`config.mk`:
```
export PLATFORM = sky130hd
export DESIGN_NAME = seq_pattern_tx
export DESIGN_NICKNAME = d
export VERILOG_FILES = /design/src/rtl/seq_pattern_tx.sv
export SDC_FILE = /design/constraint.sdc
export NUM_CORES = 1
export LEC_CHECK = 0
export ABC_AREA = 1
export BUFFER_PORTS_ARGS = -buffer_cell sky130_fd_sc_hd__buf_4
export CORE_AREA = 2 2 50 52
export DETAILED_ROUTE_END_ITERATION = 8
export DIE_AREA = 0 0 52 54
export PLACE_DENSITY = 0.72
export SYNTH_ARGS = -nofsm -noshare
export SYNTH_HDL_FRONTEND = slang
export SYNTH_SLANG_ARGS = --single-unit
```
`constraint.sdc`:
```
create_clock -name clk -period 1.8 [get_ports clk]
set_clock_uncertainty 0.2 [all_clocks]
set_input_delay 0.36 -clock clk [delete_from_list [all_inputs] [get_ports clk]]
set_output_delay 0.36 -clock clk [all_outputs]
set_load 0.01 [all_outputs]
```
`src/rtl/seq_pattern_tx.sv`:
```
// rtl/seq_pattern_tx.sv - Moore serial pattern transmitter, MSB-first, with repeat and inter-repeat gap
//
// Loads a WIDTH-bit pattern on an accepted start and shifts it out MSB-first
// on x, repeating it repeat_n times with GAP idle cycles between repetitions.
// The pattern and repeat count are captured at acceptance, so input changes
// while busy have no effect.
//
// Ports:
//   clk       system clock, rising edge
//   rst_n     asynchronous reset, active-low
//   start     transmission request, only looked at in IDLE
//   pattern   WIDTH-bit pattern, captured on the accepting edge
//   repeat_n  repetition count, captured with pattern; 0 means no-op
//   x         serial data bit (0 when not shifting)
//   x_valid   high while x carries a pattern bit
//   busy      high from the accepting edge until the return to IDLE
//   done      one-cycle pulse after the final bit

module seq_pattern_tx #(
   parameter int WIDTH = 4,
   parameter int CNT_W = 4,
   parameter int GAP   = 0
) (
   input  logic             clk,
   input  logic             rst_n,
   input  logic             start,
   input  logic [WIDTH-1:0] pattern,
   input  logic [CNT_W-1:0] repeat_n,
   output logic             x,
   output logic             x_valid,
   output logic             busy,
   output logic             done
);

   localparam int BIT_W = (WIDTH > 1) ? $clog2(WIDTH) : 1;
   localparam int GAP_W = (GAP > 1) ? $clog2(GAP) : 1;

   localparam logic [BIT_W-1:0] BIT_LAST = BIT_W'(WIDTH - 1);
   // With GAP=0 the GAP state is unreachable; the clamp only keeps the constant legal.
   localparam logic [GAP_W-1:0] GAP_LAST = GAP_W'((GAP > 0) ? (GAP - 1) : 0);
   localparam logic [CNT_W-1:0] REP_ONE  = CNT_W'(1);
   localparam logic [BIT_W-1:0] BIT_ONE  = BIT_W'(1);
   localparam logic [GAP_W-1:0] GAP_ONE  = GAP_W'(1);

   typedef enum logic [3:0] {
      S_IDLE  = 4'b0001,
      S_SHIFT = 4'b0010,
      S_GAP   = 4'b0100,
      S_DONE  = 4'b1000
   } state_t;

   state_t           state;
   state_t           state_nxt;

   logic [WIDTH-1:0] shreg;
   logic [WIDTH-1:0] shreg_nxt;
   logic [WIDTH-1:0] pat_q;
   logic [WIDTH-1:0] pat_nxt;
   logic [CNT_W-1:0] rep;
   logic [CNT_W-1:0] rep_nxt;
   logic [BIT_W-1:0] bitcnt;
   logic [BIT_W-1:0] bitcnt_nxt;
   logic [GAP_W-1:0] gapcnt;
   logic [GAP_W-1:0] gapcnt_nxt;

   always_ff @(posedge clk or negedge rst_n) begin
      if (!rst_n) begin
         state  <= S_IDLE;
         shreg  <= '0;
         pat_q  <= '0;
         rep    <= '0;
         bitcnt <= '0;
         gapcnt <= '0;
      end else begin
         state  <= state_nxt;
         shreg  <= shreg_nxt;
         pat_q  <= pat_nxt;
         rep    <= rep_nxt;
         bitcnt <= bitcnt_nxt;
         gapcnt <= gapcnt_nxt;
      end
   end

   always_comb begin
      state_nxt  = state;
      shreg_nxt  = shreg;
      pat_nxt    = pat_q;
      rep_nxt    = rep;
      bitcnt_nxt = bitcnt;
      gapcnt_nxt = gapcnt;

      case (state)
         S_IDLE: begin
            if (start && (repeat_n != '0)) begin
               shreg_nxt  = pattern;
               pat_nxt    = pattern;
               rep_nxt    = repeat_n;
               bitcnt_nxt = '0;
               state_nxt  = S_SHIFT;
            end
         end

         S_SHIFT: begin
            shreg_nxt  = {shreg[WIDTH-2:0], 1'b0};
            bitcnt_nxt = bitcnt + BIT_ONE;
            if (bitcnt == BIT_LAST) begin
               // Last bit of this repetition is on the line this cycle.
               bitcnt_nxt = '0;
               if (rep == REP_ONE) begin
                  state_nxt = S_DONE;
               end else if (GAP == 0) begin
                  // Back-to-back: reload without a bubble cycle.
                  shreg_nxt = pat_q;
                  rep_nxt   = rep - REP_ONE;
               end else begin
                  gapcnt_nxt = '0;
                  rep_nxt    = rep - REP_ONE;
                  state_nxt  = S_GAP;
               end
            end
         end

         S_GAP: begin
            gapcnt_nxt = gapcnt + GAP_ONE;
            if (gapcnt == GAP_LAST) begin
               shreg_nxt  = pat_q;
               bitcnt_nxt = '0;
               state_nxt  = S_SHIFT;
            end
         end

         S_DONE: begin
            state_nxt = S_IDLE;
         end

         default: begin
            state_nxt = S_IDLE;
         end
      endcase
   end

   // Moore outputs: decoded from state and registers only, so the async
   // reset forces them all low immediately.
   assign x_valid = (state == S_SHIFT);
   assign x       = (state == S_SHIFT) ? shreg[WIDTH-1] : 1'b0;
   assign busy    = (state == S_SHIFT) || (state == S_GAP) || (state == S_DONE);
   assign done    = (state == S_DONE);

endmodule

```
Yosys cells after proc, flatten, opt, wreduce, memory -nomap -nowiden
Index checks and enable logic that the tools add are counted.
{"block": "op_classes", "n_reduce_logical": 10, "add_sub_neg": 3, "n_mux": 19, "n_eq_ne": 11}
{"op": "4-bit two-way mux", "n": 11}
{"op": "4-bit case mux with 3 select lines", "n": 2}
{"op": "4-bit by 1-bit equality test with 1-bit output (second input constant)", "n": 2}
{"op": "4-bit case mux with 2 select lines", "n": 1}
{"op": "4-bit AND reduction", "n": 2}
{"op": "2-bit two-way mux", "n": 3}
{"op": "2-bit != test (second input constant)", "n": 3}
{"op": "2-bit case mux with 3 select lines", "n": 1}
{"op": "4-bit by 2-bit equality test with 1-bit output (second input constant)", "n": 1}
{"op": "4-bit by 3-bit equality test with 1-bit output (second input constant)", "n": 1}
{"op": "4-bit equality test (second input constant)", "n": 1}
{"op": "2-bit by 1-bit != test with 1-bit output (second input constant)", "n": 2}
{"op": "4-bit nonzero test", "n": 1}
{"op": "4-bit by 1-bit subtractor with 4-bit output (second input constant)", "n": 1}
{"op": "3-bit AND reduction", "n": 1}
{"op": "3-bit nonzero test", "n": 1}
{"op": "2-bit by 1-bit adder with 2-bit output (second input constant)", "n": 1}
{"op": "2-bit equality test (second input constant)", "n": 1}
{"op": "1-bit logical OR", "n": 2}
{"op": "2-bit AND reduction", "n": 1}
{"op": "2-bit nonzero test", "n": 1}
{"op": "1-bit adder (second input constant)", "n": 1}
{"op": "1-bit logical AND", "n": 1}
{"op": "1-bit two-way mux", "n": 1}
{"block": "word_totals", "word_cells": 49, "output_inout_bits": 4, "input_bits": 11, "reg_bits": 19}

Depth between registers and ports, before layout
{"block": "depth", "depth_word": 4, "mapped_depth": 8, "depth_no_buf": 8}

Least setup slack after synthesis
OpenSTA, ideal clock, no wires.
{"block": "synth_path", "path_kind": "reg2out", "from": "register state[0]", "to": "output busy", "required_time_ns": 1.240, "arrival_time_ns": 1.081, "path_slack_ns": 0.159, "path_buffers": 0, "stages_incl_launch_ff": 5, "cell_sequence": "dfstp_2 -> inv_1 -> nand2_4 -> nor2_8 -> or2_2"}
{"block": "synth_between", "elab_chain_len": 3, "elab_cells_between_ends": 5, "classes_between": "eq/ne: 3; reduce/logical: 2"}
{"element": "from (decl)", "line": "52", "source": "state_t state;"}
{"element": "from (signal assigned)", "line": "75", "source": "state <= state_nxt;"}
{"element": "4-bit by 2-bit equality test with 1-bit output"}
{"element": "named net x_valid", "line": "30", "source": "output logic x_valid,"}
{"element": "1-bit logical OR (2 in a row)", "line": "146", "source": "assign busy = (state == S_SHIFT) || (state == S_GAP) || (state == S_DONE);"}
{"element": "to (decl)", "line": "31", "source": "output logic busy,"}
The timed path passes the listed nets, and every way through them passes these cells.

Worst setup path after layout
{"block": "layout_path", "from": "register state[0]", "to": "output busy"}
{"block": "layout_between", "elab_chain_len": 3, "elab_cells_between_ends": 5, "classes_between": "eq/ne: 3; reduce/logical: 2"}
{"element": "4-bit by 2-bit equality test with 1-bit output / 4-bit by 3-bit equality test with 1-bit output (equally long branches)", "line": "146"}
{"element": "1-bit logical OR", "line": "146"}
{"element": "1-bit logical OR (*)", "line": "146"}
Mark *: on every way between the ends. The rest lies on a longest branch, timed or not.

==> impl_metrics.tcl <==
set metrics [dict create \
    grt_usage 0.1514 \
    grt_start_max_net_pins 18 \
    end_kind "output pin" \
    p_seq_frac 0.614 \
    synth_compound_area_frac 0.06037 \
    syn_inst 118 \
    combPwrFrac 0.052 \
    crit_arrival_ps 1340 \
    grt_overflow 0 \
    worstSetupStartpointType "register" \
    clkPwrFrac 0.334 \
    tightest_slew_ps 264.8 \
    fillers 213 \
    num_rows 18 \
    diodes 0 \
    layout_commonest_cell "nand2_1" \
    synth-xor-area-share 0.009186 \
    synth_top_family_by_area "simple AND/OR/NAND/NOR gates" \
    maxUsedRoutingLayer "met4" \
    syn_area_um2 953.4 \
    finalNetCount 156 \
    finalCriticalPeriod_ps 1898 \
    crit_required_ps 1240 \
    dr.pass1.iters 4 \
    utilization 0.5318 \
    ctsHtreeMaxLevel 1 \
    grt_pass1_wl_mm 3.125 \
    grt_pass1_vias 750 \
    status "finished, violations left" \
    slew_headroom 0.8229 \
    cap_violations 0 \
    cts_tree "built" \
    cts.reportedPaths.clkPinSlew_ps 100 \
    tns_ps -289.7 \
    ant_nets 0 \
    setup_ws_ps -97.95 \
    viasPerCell 4.906 \
    synthSimpleGateAreaFrac 0.3701 \
    drt_wl_total_mm 1.935 \
    drive_above_1_share 0.3333 \
    holdWs_ps 82.26 \
    wl_met1_um 902 \
    wl_met2_um 956 \
    swShare 0.2263 \
    setup_viol_count_final 4 \
    p_sw_w 0.0001407 \
    die_w_um 52 \
    area_growth_pct 29.40 \
    antenna_found_initial 0 \
    drc 0 \
    cp_max_fo 2 \
    dieHeight_um 54 \
    synth_nets 132 \
    wl_per_cell_um 11.32 \
    synth_adder_area_share 0.03937 \
    gp_congestion 0.8135 \
    syn_area_per_cell_um2 8.080 \
    hold_viol_final 0 \
    die-area_um2 2808 \
    worstSkewPairLatency_ps 290 \
    cts_root_buf "clkbuf_4" \
    clock_path_buffers 2 \
    irDropWorstVdd_uv 285.9 \
    synthDistinctLibCells 21 \
    initial_core_util 0.4110 \
    synth-seq-area-share 0.4475 \
    hp-class "input port to register" \
    dp_cells 164 \
    max_freq_ghz 0.5269 \
    p_per_area_nw_per_um2 503.9 \
    layout_common_cells "nand2_1, buf_4, dfrtp_1" \
    cts_inserted_buffers 3 \
    vias 839 \
    portBuffers 14 \
    clock-sinks 17 \
    rsz0062_at_grt "yes" \
    internal_power_w 0.0004809 \
    final.period_utilization 1.054 \
    ys_ff_latch 17 \
    dp_hpwl_mm 1.404 \
    slew_violations 0 \
    violations "negative setup slack" \
    synth_warnings 0 \
    ioPinCount 15 \
    synthMuxAreaShare 0.01050 \
    coreArea_um2 2320 \
    finalNonFillerCells 171 \
    critPathKind "register to output pin" \
    leakagePower_nw 0.6434 \
    first_iter_violations 9 \
    wl_met3_um 56 \
]
==> per-layer routing <==
layer / vias to the layer above / track usage
li1: 425 / -
met1: 394 / 0.1899
met2: 18 / 0.2595
met3: 2 / 0.02778
met4: 0 / 0.05702
met5: - / 0
==> Yosys cell counts <==
master	instances	area [um2]
buf_6	1	11.26
nand2_4	2	22.52
nor3_4	1	16.27
dfrtp_1	16	400.4
dfstp_2	1	26.28
o21bai_1	1	7.510
xnor2_1	1	8.760
nor2_4	1	11.26
inv_1	12	45.04
nor2_8	1	20.02
mux2i_1	1	10.01
nand3_2	3	30.03
nand2_1	44	165.2
nor3_1	3	15.01
nor2_1	7	26.28
or2_2	1	6.260
inv_2	1	3.750
o21ai_0	8	40.04
ha_1	3	37.54
a21oi_1	2	10.01
nand3_1	8	40.04
==> what timing repair did <==
action,CTS,global route
hold buffers,1,0
buffers inserted,1,1
endpoints found under the hold margin,17,0
pin swaps,1,3
setup endpoints to repair,4,12
resized for setup,5,20
==> per-stage QoR <==
stage	total power, W	cell area [um2]	setup slack [ps]
2_1_floorplan	0.0003918	953.4	159.3
3_3_place_gp	0.0004169	1107	82.73
3_5_place_dp	0.0004174	1107	49.17
4_1_cts	0.0006229	1162	-107.7
5_1_grt	0.0006568	1234	-150.3
6_report	0.0006216	1234	-97.95
==> logic make-up after synthesis <==
group	Yosys count
AO/OA/AOI/OAI	11
XOR/XNOR	1
adder cells (fa/ha/maj)	3
buffers and inverters	14
flip-flops	17
multiplexers	1
AND/OR/NAND/NOR	71
==> cell type report <==
cell class                      count  area [um2]  share of cell area
Clock buffer                        3       22.52             0.01826
Clock inverter                      1       5.005            0.004057
Inverter                           13       56.30             0.04564
Multi-Input combinational cell     87       524.3              0.4250
Sequential cell                    17       427.9              0.3469
Tap cell                           30       37.54             0.03043
Timing Repair Buffer               20       160.2              0.1298
==> critical path: stages (launching register included) <==
cell and delay (ps):
dfstp_2 570, inv_4 40, nand2_4 70, nor2_8 30, or2_4 220, buf_6 120
==> path summary, 6_finish.rpt <==
check / startpoint / endpoint / slack [ps] / cells past startpoint
max: state[0] / busy / -100 / 5
min: pattern[3] / pat_q[3] / 80 / 3
max reg2reg: state[0] / shreg[0] / -20 / 8
min reg2reg: pat_q[3] / pat_q[3] / 290 / 2
max in group asynchronous: rst_n / state[0] / 890 / 2
min in group asynchronous: rst_n / shreg[1] / 260 / 2
==> registers in the layout, summed over array words and instances (netlist names) <==
signal,count
bitcnt,2
pat_q,4
rep,4
shreg,4
state,3
==> power by group through the flow <==
stage / logic (W) / registers, W / clock network [W]
finish: 0.0000324 / 0.000382 / 0.000207
detailed placement: 0.0000283 / 0.000389 / 0
floorplan: 0.00000248 / 0.000389 / 0
global route: 0.0000356 / 0.000382 / 0.000239
global placement: 0.0000277 / 0.000389 / 0
CTS: 0.0000300 / 0.000382 / 0.000211
No activity file was read; power rests on OpenSTA's default activity.
